## src/rtl/lbm_streamer.sv

```systemverilog
// lbm_streamer: streams one node's nine post-collision distributions to neighbour slots in raster order.
// Optional macro BOUNDARY_SKIP_EN suppresses writes whose destination lies on the lattice border.
module lbm_streamer #(
  parameter int LATTICE_WIDTH = 64,
  parameter int LATTICE_HEIGHT = 64,
  parameter int ADDR_W = 32,
  parameter logic [ADDR_W-1:0] BASE_ADDR = '0,
  localparam int XW = $clog2(LATTICE_WIDTH),
  localparam int YW = $clog2(LATTICE_HEIGHT)
) (
  input  logic              clk,
  input  logic              rst,
  input  logic              in_valid,
  output logic              in_ready,
  input  logic [15:0]       f_new_null,
  input  logic [15:0]       f_new_n,
  input  logic [15:0]       f_new_ne,
  input  logic [15:0]       f_new_e,
  input  logic [15:0]       f_new_se,
  input  logic [15:0]       f_new_s,
  input  logic [15:0]       f_new_sw,
  input  logic [15:0]       f_new_w,
  input  logic [15:0]       f_new_nw,
  output logic              wr_valid,
  input  logic              wr_ready,
  output logic [ADDR_W-1:0] wr_addr,
  output logic [15:0]       wr_data,
  output logic [3:0]        wr_dir,
  output logic [XW-1:0]     node_x,
  output logic [YW-1:0]     node_y,
  output logic              busy,
  output logic              frame_done
);
  typedef enum logic {IDLE, WRITE} state_t;
  localparam logic [XW-1:0] XMAX = XW'(LATTICE_WIDTH - 1);
  localparam logic [YW-1:0] YMAX = YW'(LATTICE_HEIGHT - 1);
  state_t            state_q;
  logic [3:0]        dir_q;
  logic [XW-1:0]     x_q, dx;
  logic [YW-1:0]     y_q, dy;
  logic [15:0]       f_q [9];
  logic              frame_done_q;
  logic              east, west, north, south, skip, adv, last_x, last_y;
  logic [ADDR_W-1:0] addr;
  always_comb begin
    east   = dir_q inside {4'd2, 4'd3, 4'd4};
    west   = dir_q inside {4'd6, 4'd7, 4'd8};
    north  = dir_q inside {4'd1, 4'd2, 4'd8};
    south  = dir_q inside {4'd4, 4'd5, 4'd6};
    dx     = east ? (x_q == XMAX ? '0 : x_q + XW'(1)) : west ? (x_q == '0 ? XMAX : x_q - XW'(1)) : x_q;
    dy     = north ? (y_q == YMAX ? '0 : y_q + YW'(1)) : south ? (y_q == '0 ? YMAX : y_q - YW'(1)) : y_q;
    addr   = BASE_ADDR + ((ADDR_W'(dy) * ADDR_W'(LATTICE_WIDTH) + ADDR_W'(dx)) * ADDR_W'(9) + ADDR_W'(dir_q)) * ADDR_W'(2);
    last_x = x_q == XMAX;
    last_y = y_q == YMAX;
  end
  assign busy = state_q == WRITE;
`ifdef BOUNDARY_SKIP_EN
  assign skip = busy && (dx == '0 || dx == XMAX || dy == '0 || dy == YMAX);
`else
  assign skip = 1'b0;
`endif
  assign in_ready   = state_q == IDLE;
  assign wr_valid   = busy && !skip;
  assign adv        = (wr_valid && wr_ready) || skip;
  assign wr_addr    = busy ? addr : '0;
  assign wr_data    = busy ? f_q[dir_q] : '0;
  assign wr_dir     = dir_q;
  assign node_x     = x_q;
  assign node_y     = y_q;
  assign frame_done = frame_done_q;
  always_ff @(posedge clk) begin
    if (rst) begin
      state_q      <= IDLE;
      dir_q        <= '0;
      x_q          <= '0;
      y_q          <= '0;
      frame_done_q <= 1'b0;
    end else begin
      frame_done_q <= 1'b0;
      if (state_q == IDLE) begin
        if (in_valid) begin
          f_q[0]  <= f_new_null;
          f_q[1]  <= f_new_n;
          f_q[2]  <= f_new_ne;
          f_q[3]  <= f_new_e;
          f_q[4]  <= f_new_se;
          f_q[5]  <= f_new_s;
          f_q[6]  <= f_new_sw;
          f_q[7]  <= f_new_w;
          f_q[8]  <= f_new_nw;
          dir_q   <= '0;
          state_q <= WRITE;
        end
      end else if (adv) begin
        dir_q <= dir_q == 4'd8 ? '0 : dir_q + 4'd1;
        if (dir_q == 4'd8) begin
          state_q      <= IDLE;
          x_q          <= last_x ? '0 : x_q + XW'(1);
          if (last_x) y_q <= last_y ? '0 : y_q + YW'(1);
          frame_done_q <= last_x && last_y;
        end
      end
    end
  end
endmodule

```

## config.mk

```make
export PLATFORM = sky130hd
export DESIGN_NAME = lbm_streamer
export DESIGN_NICKNAME = d
export VERILOG_FILES = /design/src/rtl/lbm_streamer.sv
export SDC_FILE = /design/constraint.sdc
export NUM_CORES = 1
export LEC_CHECK = 0
export CORE_AREA = 8 8 123 147
export DETAILED_ROUTE_END_ITERATION = 8
export DIE_AREA = 0 0 131 155
export GPL_ROUTABILITY_DRIVEN = 0
export GPL_TIMING_DRIVEN = 0
export PLACE_DENSITY = 0.9
export SYNTH_ARGS = -nofsm -noshare
export SYNTH_HDL_FRONTEND = slang
export SYNTH_SLANG_ARGS = --single-unit
```

## constraint.sdc

```tcl
create_clock -name clk -period 34.3 [get_ports clk]
set_input_delay 6.86 -clock clk [delete_from_list [all_inputs] [get_ports clk]]
set_output_delay 6.86 -clock clk [all_outputs]
set_load 0.01 [all_outputs]
```

Word-level counts from Yosys, hierarchy flattened
Memories as Yosys holds them, arrays and structs flattened. A register that Yosys moved wholly into a read port is not among the register bits.
Cells that the tools add are included.
Widths: inputs -> output; s select.
{"block": "word_totals", "ff_bits": 18, "mem_bits_rw": 144, "input_bits": 148, "out_inout_bits": 68, "wordCells": 64, "memories": 1}
{"name": "f_q", "depth": 9, "width": 16, "rd": 1, "rd_clocked_by_memory_dff": 1, "write_ports": 9, "line": "41", "source": "logic [15:0] f_q [9];"}
{"block": "op_classes", "add_sub_neg": 7, "multipliers": 1, "eq_ne": 11, "muxes": 23, "bitwise": 3, "n_reduce_logical": 13}
{"cell": "$mux 6", "n": 8}
{"cell": "$mux 4", "n": 6}
{"cell": "$mux 19", "n": 1}
{"cell": "$add 17x4->18", "n": 1}
{"cell": "$mul 13x4->17 const B", "n": 1}
{"cell": "$eq 4x3->1 const B", "n": 4}
{"cell": "$mux 16", "n": 1}
{"cell": "$add 12x6->13", "n": 1}
{"cell": "$add 6x1->6 const B", "n": 2}
{"cell": "$eq 6x6->1 const B", "n": 2}
{"cell": "$logic_not 6->1", "n": 2}
{"cell": "$reduce_bool 3->1", "n": 4}
{"cell": "$sub 6x1->6 const B", "n": 2}
{"cell": "$eq 4x2->1 const B", "n": 2}
{"cell": "$mux 1", "n": 7}
{"cell": "$add 4x1->4 const B", "n": 1}
{"cell": "$eq 4x1->1 const B", "n": 1}
{"cell": "$eq 4x4->1 const B", "n": 1}
{"cell": "$reduce_and 4->1", "n": 1}
{"cell": "$reduce_or 4->1", "n": 1}
{"cell": "$not 1->1", "n": 3}
{"cell": "$reduce_and 3->1", "n": 1}
{"cell": "$logic_and 1x1->1", "n": 2}
{"cell": "$ne 2x1->1 const B", "n": 1}
{"cell": "other kinds (2)", "n": 2}

Longest topological paths before layout
Gate-level depths: netlist of run 1.
{"block": "logic_depth", "word_depth": 8, "depth_mapped": 18, "ltp_nobuf": 17}

Least setup slack after synthesis of run 1
No wires, ideal clock.
{"block": "synth_path", "path_kind": "input-to-reg", "from": "input port rst", "to": "memory f_q[0][0], enable pin", "setup_ns": 0.854, "arrival_time_ns": 17.517, "t_required_ns": 33.446, "path_slack_ns": 15.929, "cell_stages": 2, "path_buffers": 1, "path_cell_list": "clkbuf_1 -> nor3b_1"}
{"element": "start: declaration", "line": "12", "source": "input logic rst,"}
{"element": "end: declaration", "line": "41"}

Worst setup path after layout of run 1
{"block": "layout_path", "from": "register dir_q[0] (netlist: wr_dir[0])", "to": "output port wr_addr[12]"}
{"block": "layout_between", "elab_chain_len": 8, "word_cells_on_any_way": 20, "cone_classes": "2 x add/sub; 1 x mul; 8 x eq/ne; 5 x mux; 4 x reduce/logical"}
{"element": "start: declaration", "line": "38", "source": "logic [3:0] dir_q;"}
{"element": "start signal: assignment", "line": "95", "source": "dir_q <= dir_q == 4'd8 ? '0 : dir_q + 4'd1;"}
{"element": "$eq 4x3->1 (tied with other cells)", "line": "47, 49"}
{"element": "$reduce_bool 3->1, on equally long branches", "line": "47, 49"}
{"element": "$mux 6, on equally long branches (2 in a row)", "line": "50, 51"}
{"element": "$add 12x6->13", "line": "52", "source": "addr = BASE_ADDR + ((ADDR_W'(dy) * ADDR_W'(LATTICE_WIDTH) + ADDR_W'(dx)) * ADDR_W'(9) + ADDR_W'(dir_q)) * ADDR ..."}
{"element": "$mul 13x4->17", "line": "52"}
{"element": "$add 17x4->18 (*)", "line": "52"}
{"element": "$mux 19 (*)", "line": "65", "source": "assign wr_addr = busy ? addr : '0;"}
{"element": "end: declaration", "line": "26", "source": "output logic [ADDR_W-1:0] wr_addr,"}
Every way passes the cells marked *; elsewhere a longest branch is shown, timed or not.

==> reports/qor.yml, run 1 <==
run_status: "finished clean"
max-slew-margin-rel_pct: 37.5
core_mm2: 0.0159
power.total_mw: 0.446
postSynthCellCount: 580
routed_via_density: 5.60
multi_input_comb_area_mm2: 0.00310
grt_overflow: 0
grtUsageTotal_pct: 23.1
clkSlewWorstSetupHoldPaths_ns: 0.06
setup_total_negative_slack_ns: 0
drt_pre_antenna_iters: 5
asyncSetResetFlopFracSynth_pct: 0
r2r_cells: 5
route.vias.total: 5862
postRouteAntennaNets: 0
drt-total-wl_um: 22900
drc: 0
timing.max_cap.violations: 0
timing.final.max_slew_violations: 0
global_route_wire_length_before_repair_um: 34600
synthFlopType: "sky130_fd_sc_hd__edfxtp_1"
synth.avg_cell_area_um2: 14.0
avgRoutedWirePerCell_um: 21.9
place_hpwl_um: 17300
final_core_utilization_pct: 69.8
number_of_clock_sinks: 166
clk-insertion-delay-late_ns: 0.42
final-seq-area_mm2: 0.00476
num_io_pins: 216
r2r-start: "busy$_SDFF_PP0_"
placedInstanceArea_mm2: 0.0106
period_share_pct: 35.0
cts-root-to-sink-buffers: 2
final_setup_violating_endpoints: 0
floorplan.rows: 51
vdd_ir_drop_max_mv: 0.0459
detail_route.iter0.violations: 445
grt_setup_unrepaired: "false"
nFillCells: 1046
hold_path.class: "flop to flop"
htree_levels: 4
element_type_at_the_critical_path_end: "output pin"
power_density_mw_per_mm2: 40.2
synth_area_mm2: 0.00815
final.min_clock_period_ns: 12.01
numCtsBuffers: 17
nets: 1016
leakagePower_nw: 4.04
fmax_ghz: 0.0832
critPathArrivalTime_ns: 5.15
finish.cell_count_without_fillers: 1046
critical_path_peak_fanout: 8
seq_area_frac_synth_pct: 58.5
cts_tree: "built"
netlist-cell-type-count: 71
post_cts_setup_buffer_count: 0
rrSetupSlack_ns: 32.09
cp-endpoint: "wr_addr[12]"
hold_path.startpoint: "node_x[1]$_SDFFE_PP0P_"
root_buffer: "sky130_fd_sc_hd__clkbuf_16"
antenna-diode-count: 0
report.final.hold_viol_count: 0
capture_instance_of_the_worst_register_to_register_path: "f_q[5][15]$_DFFE_PP_"
antenna_found_initial: 0
die-width_um: 131
syn2layout_area_growth_pct: 36.3
synth.yosys.warnings: 0
cts_hold_repair.buffers: 0
critPathKind: "flop to output pin"
initial_utilization_pct: 51.3
port_buffers: 198
timing.critical_path.from_type: "flop"
clock-skew-final_ns: 0.00658
worstSetupStartpoint: "wr_dir[0]$_SDFFE_PP0P_"
synth.ff_latch_count: 166
worst_ep_required_time_ns: 27.44
post_route_cells_drive_above_1_share_pct: 15.5
pin_count_of_the_biggest_net_entering_global_routing: 17
fp.dieArea_mm2: 0.0203
place_inst: 1016
edff_count_synth: 144
post-route-cell-area_mm2: 0.0111
timing_worst_slew_pin_value_ns: 0.938
vias_in_the_first_global_route: 6145
chipHeight_um: 155
cts-resized-gates: 0
[synth_stat cells, types with 2 or more instances]
| cell type | count | area share [%] |
|---|---|---|
| sky130_fd_sc_hd__and3_1 | 4 | 0.31 |
| sky130_fd_sc_hd__a21oi_1 | 42 | 2.6 |
| sky130_fd_sc_hd__mux2i_1 | 18 | 2.2 |
| sky130_fd_sc_hd__a21boi_0 | 2 | 0.18 |
| sky130_fd_sc_hd__dfxtp_1 | 22 | 5.4 |
| sky130_fd_sc_hd__nor4_1 | 2 | 0.15 |
| sky130_fd_sc_hd__o21a_1 | 6 | 0.55 |
| sky130_fd_sc_hd__nand3_1 | 5 | 0.31 |
| sky130_fd_sc_hd__a221oi_1 | 3 | 0.32 |
| sky130_fd_sc_hd__a211o_1 | 2 | 0.22 |
| sky130_fd_sc_hd__nor2b_1 | 3 | 0.23 |
| sky130_fd_sc_hd__nor2_1 | 60 | 2.8 |
| sky130_fd_sc_hd__o31ai_1 | 3 | 0.28 |
| sky130_fd_sc_hd__nand2_1 | 21 | 0.97 |
| sky130_fd_sc_hd__inv_1 | 15 | 0.69 |
| sky130_fd_sc_hd__buf_1 | 4 | 0.18 |
| sky130_fd_sc_hd__and2_1 | 4 | 0.31 |
| sky130_fd_sc_hd__ha_1 | 44 | 6.8 |
| sky130_fd_sc_hd__o31a_1 | 3 | 0.32 |
| sky130_fd_sc_hd__o21ai_0 | 14 | 0.86 |
| sky130_fd_sc_hd__buf_4 | 25 | 2.3 |
| sky130_fd_sc_hd__clkbuf_1 | 9 | 0.41 |
| sky130_fd_sc_hd__o211ai_1 | 5 | 0.46 |
| sky130_fd_sc_hd__xor2_1 | 5 | 0.54 |
| sky130_fd_sc_hd__xnor2_1 | 4 | 0.43 |
| sky130_fd_sc_hd__or3_1 | 6 | 0.46 |
| sky130_fd_sc_hd__nor3_1 | 15 | 0.92 |
| sky130_fd_sc_hd__a211oi_1 | 5 | 0.46 |
| sky130_fd_sc_hd__buf_2 | 6 | 0.37 |
| sky130_fd_sc_hd__a21o_1 | 4 | 0.37 |
| sky130_fd_sc_hd__a32oi_1 | 3 | 0.32 |
| sky130_fd_sc_hd__nand2_2 | 2 | 0.15 |
| sky130_fd_sc_hd__or2_2 | 2 | 0.15 |
| sky130_fd_sc_hd__mux4_2 | 32 | 8.8 |
| sky130_fd_sc_hd__edfxtp_1 | 144 | 53 |
[metrics by stage]
step / hold slack, ns / setup slack [ns]
6_report: 0.594 / 22.29
5_1_grt: 0.625 / 21.93
4_1_cts: 0.595 / 22.29
3_5_place_dp: 0.585 / 22.77
3_3_place_gp: 0.551 / 12.22
2_1_floorplan: 0.550 / 15.93
[cell usage in the layout, fill, tap and decap left out, types with 6 or more instances in the layout]
| master | Yosys | layout |
|---|---|---|
| sky130_fd_sc_hd__o21a_1 | 6 | 6 |
| sky130_fd_sc_hd__nor3_1 | 15 | 15 |
| sky130_fd_sc_hd__buf_4 | 25 | 25 |
| sky130_fd_sc_hd__ha_1 | 44 | 44 |
| sky130_fd_sc_hd__mux4_2 | 32 | 32 |
| sky130_fd_sc_hd__clkbuf_1 | 9 | 11 |
| sky130_fd_sc_hd__a21oi_1 | 42 | 42 |
| sky130_fd_sc_hd__clkbuf_16 | 0 | 17 |
| sky130_fd_sc_hd__mux2i_1 | 18 | 18 |
| sky130_fd_sc_hd__or3_1 | 6 | 6 |
| sky130_fd_sc_hd__nor2_1 | 60 | 60 |
| sky130_fd_sc_hd__inv_1 | 15 | 15 |
| sky130_fd_sc_hd__buf_2 | 6 | 6 |
| sky130_fd_sc_hd__o21ai_0 | 14 | 14 |
| sky130_fd_sc_hd__edfxtp_1 | 144 | 144 |
| sky130_fd_sc_hd__clkdlybuf4s50_1 | 0 | 198 |
| sky130_fd_sc_hd__conb_1 | 1 | 16 |
| sky130_fd_sc_hd__buf_6 | 1 | 10 |
| sky130_fd_sc_hd__dfxtp_1 | 22 | 22 |
| sky130_fd_sc_hd__nand2_1 | 21 | 21 |
[cells by family after synthesis]
kind of cell	synth area share (%)
flops	58.5
simple gates	8.26
compound gates	10.0
buf+inv	4.15
mux	11.1
fa+ha+maj	7.00
xor+xnor	0.968
other cells	0.0460
[per-layer routing]
layer  wire [um]  share of wire [%]  vias to the layer above  global-route usage (%)
met1        8100                 35                     2851                    24.9
met5           0                  0                        -                       0
li1            -                  -                     2684                       -
met4         571                2.5                        0                    8.49
met3        2330                 10                       37                    8.73
met2       11900                 52                      290                    40.1
[critical path: stages (launching register included)]
cell                              delay (ns)
sky130_fd_sc_hd__dfxtp_1                0.49
sky130_fd_sc_hd__inv_1                  0.11
sky130_fd_sc_hd__ha_1                   0.31
sky130_fd_sc_hd__o21ai_2                0.21
sky130_fd_sc_hd__o21ai_4                0.11
sky130_fd_sc_hd__a31oi_1                0.39
sky130_fd_sc_hd__a32oi_1                0.17
sky130_fd_sc_hd__a21o_1                 0.24
sky130_fd_sc_hd__ha_1                   0.30
sky130_fd_sc_hd__ha_1                   0.28
sky130_fd_sc_hd__ha_1                   0.34
sky130_fd_sc_hd__nor2b_1                0.17
sky130_fd_sc_hd__o31a_1                 0.25
sky130_fd_sc_hd__o21ai_1                0.26
sky130_fd_sc_hd__a21boi_0               0.17
sky130_fd_sc_hd__o21a_1                 0.19
sky130_fd_sc_hd__nor3_1                 0.17
sky130_fd_sc_hd__clkdlybuf4s50_1        0.57
[power breakdown]
part	leakage (nW)	switching, mW	internal [mW]
Combinational	2.28	0.0186	0.0271
Sequential	1.51	0.00234	0.227
Clock	0.248	0.0782	0.0920
[worst min-delay path by stage]
stage | endpoint | depth (start not counted)
after global placement | node_x[1]$_SDFFE_PP0P_ | 2
after detailed placement | node_x[1]$_SDFFE_PP0P_ | 2
final | node_x[1]$_SDFFE_PP0P_ | 2
after CTS | node_x[1]$_SDFFE_PP0P_ | 2
after global routing | node_x[5]$_SDFFE_PP0P_ | 2
after floorplan | node_x[1]$_SDFFE_PP0P_ | 2
[registers in the layout, indices dropped and copies added, names as in the netlist, named ones only]
signal,cells
node_x,6
node_y,6
frame_done,1
busy,1
wr_dir,4
f_q,144
[final cells by class]
cell class / count / area share, %
Sequential cell: 166 / 42.9
Tap cell: 212 / 2.39
Timing Repair Buffer: 209 / 19.0
Clock inverter: 11 / 0.722
Multi-Input combinational cell: 368 / 28.0
Clock buffer: 19 / 3.90
Inverter: 16 / 0.541
Buffer: 45 / 2.50
No activity file was read; power rests on OpenSTA's default activity.
==> run 2: changes to the inputs <==
- CORE_AREA: 8 8 123 147 -> 8 8 134 161
- DIE_AREA: 0 0 131 155 -> 0 0 142 169
- PLACE_DENSITY: 0.9 -> 0.8
- clock period: 34.3 -> 9.7 ns (I/O delays scaled with it)
==> reports/qor.yml, run 2 (synthesis gave the netlist of run 1 again) <==
run_status: "finished clean"
leakagePower_nw: 4.09
report.final.hold_viol_count: 0
critical_path_peak_fanout: 8
preCtsSetupSlack_ns: 3.07
syn2layout_area_growth_pct: 38.5
place_inst: 1063
root_buffer: "sky130_fd_sc_hd__clkbuf_16"
timing.max_cap.violations: 0
routed_via_density: 5.13
clock-skew-final_ns: 0.00887
drt-total-wl_um: 20900
final_setup_violating_endpoints: 0
vias_in_the_first_global_route: 5892
initial_utilization_pct: 42.6
setup_total_negative_slack_ns: 0
period_share_pct: 73.3
finish.cell_count_without_fillers: 1094
grtUsageTotal_pct: 17.6
vdd_ir_drop_max_mv: 0.111
antenna_found_initial: 4
place_hpwl_um: 16500
critPathArrivalTime_ns: 5.17
cts_hold_repair.buffers: 0
post_route_cells_drive_above_1_share_pct: 15.7
antenna-diode-count: 0
timing.critical_path.from_type: "flop"
largest_register_ffs: 144
detail_route.iter0.violations: 279
floorplan.rows: 56
fmax_ghz: 0.141
nFillCells: 1506
route.vias.total: 5609
hold-worst-slack_ns: 0.563
clkSlewWorstSetupHoldPaths_ns: 0.07
grt_overflow: 0
number_of_clock_sinks: 166
cts-root-to-sink-buffers: 2
num_io_pins: 216
drc: 0
cts-resized-gates: 0
clk-insertion-delay-late_ns: 0.43
grt_setup_unrepaired: "false"
layout.cells.most_common_list: "sky130_fd_sc_hd__clkdlybuf4s50_1 (198), sky130_fd_sc_hd__edfxtp_1 (144), sky130_fd_sc_hd__nor2_1 (60), sky130_fd_sc_hd__ha_1 (44), sky130_fd_sc_hd__a21oi_1 (42)"
drt_pre_antenna_iters: 5
avgRoutedWirePerCell_um: 19.1
nets: 1014
timing_worst_slew_pin_value_ns: 0.865
die-width_um: 142
htree_levels: 4
power_density_mw_per_mm2: 144
fp.dieArea_mm2: 0.0240
numCtsBuffers: 17
final.min_clock_period_ns: 7.11
max-slew-margin-rel_pct: 42.3
element_type_at_the_critical_path_end: "output pin"
registers.top_by_ff_count: "f_q"
most_common_cell_after_layout_fill_and_taps_aside: "sky130_fd_sc_hd__clkdlybuf4s50_1"
fin_ws_ns: 2.59
cts_tree: "built"
port_buffers: 198
core_mm2: 0.0191
timing.final.max_slew_violations: 0
hold_path.class: "flop to flop"
post_cts_setup_buffer_count: 0
postRouteAntennaNets: 0
critPathKind: "flop to output pin"
chipHeight_um: 169
global_route_wire_length_before_repair_um: 31700
pin_count_of_the_biggest_net_entering_global_routing: 22
worst_ep_required_time_ns: 7.76
power.total_mw: 1.62
-- run 2: changes by cell type in the layout (fill, tap and decap cells not counted) --
cell,change
sky130_fd_sc_hd__inv_8,+5
sky130_fd_sc_hd__inv_6,+1
sky130_fd_sc_hd__clkinv_1,-1
sky130_fd_sc_hd__nor3b_4,+1
sky130_fd_sc_hd__clkbuf_1,-2
sky130_fd_sc_hd__clkinv_2,-3
sky130_fd_sc_hd__buf_16,+4
sky130_fd_sc_hd__clkinv_4,+1
sky130_fd_sc_hd__clkinvlp_4,-2
sky130_fd_sc_hd__clkinv_8,+2
sky130_fd_sc_hd__nor3b_2,-1
sky130_fd_sc_hd__buf_6,-9
sky130_fd_sc_hd__buf_8,+3
-- run 2: power by group --
part,internal (mW),switching (mW)
Clock,0.344,0.308
Combinational,0.0983,0.0628
Sequential,0.804,0.00716
-- run 2: stage by stage --
step | util, % | instance area, um2
4_1_cts | 59.0 | 11300
5_1_grt | 59.0 | 11300
6_report | 59.0 | 11300
2_1_floorplan | - | 8210
3_5_place_dp | 56.0 | 10700
3_3_place_gp | 55.0 | 10500
-- run 2: critical path, stage by stage, from the launching register on --
cell,delay [ns]
sky130_fd_sc_hd__dfxtp_1,0.50
sky130_fd_sc_hd__inv_1,0.11
sky130_fd_sc_hd__ha_1,0.30
sky130_fd_sc_hd__o21ai_2,0.20
sky130_fd_sc_hd__o21ai_4,0.10
sky130_fd_sc_hd__a31oi_1,0.36
sky130_fd_sc_hd__a32oi_1,0.17
sky130_fd_sc_hd__a21o_1,0.24
sky130_fd_sc_hd__ha_1,0.31
sky130_fd_sc_hd__ha_1,0.28
sky130_fd_sc_hd__ha_1,0.34
sky130_fd_sc_hd__nor2b_1,0.16
sky130_fd_sc_hd__o31a_1,0.26
sky130_fd_sc_hd__o21ai_1,0.28
sky130_fd_sc_hd__a21oi_1,0.15
sky130_fd_sc_hd__o21a_1,0.22
sky130_fd_sc_hd__nor3_1,0.18
sky130_fd_sc_hd__clkdlybuf4s50_1,0.57
-- run 2: final timing paths --
| path | from | endpoint | slack (ns) | depth (start not counted) |
|---|---|---|---|---|
| max reg2reg | busy$_SDFF_PP0_ | f_q[2][6]$_DFFE_PP_ | 7.46 | 6 |
| min reg2reg | node_x[1]$_SDFFE_PP0P_ | node_x[1]$_SDFFE_PP0P_ | 0.56 | 2 |
| max | wr_dir[0]$_SDFFE_PP0P_ | wr_addr[14] | 2.59 | 17 |
| min | node_x[1]$_SDFFE_PP0P_ | node_x[1]$_SDFFE_PP0P_ | 0.56 | 2 |
-- run 2: final cells by class --
type	count	area, um2	area share (%)
Timing Repair Buffer	207	2170	19.2
Clock buffer	17	425	3.77
Multi-Input combinational cell	368	3110	27.6
Tap cell	261	327	2.89
Sequential cell	166	4760	42.2
Clock inverter	14	153	1.35
Inverter	16	60.1	0.532
Buffer	45	278	2.46
-- run 2: layer usage --
metal | GRT usage (%) | vias up | wire (um)
met3 | 7.61 | 22 | 2100
met5 | 0 | - | 50
met2 | 31.8 | 215 | 11100
met4 | 5.19 | 8 | 209
met1 | 17.9 | 2685 | 7470
li1 | - | 2679 | -
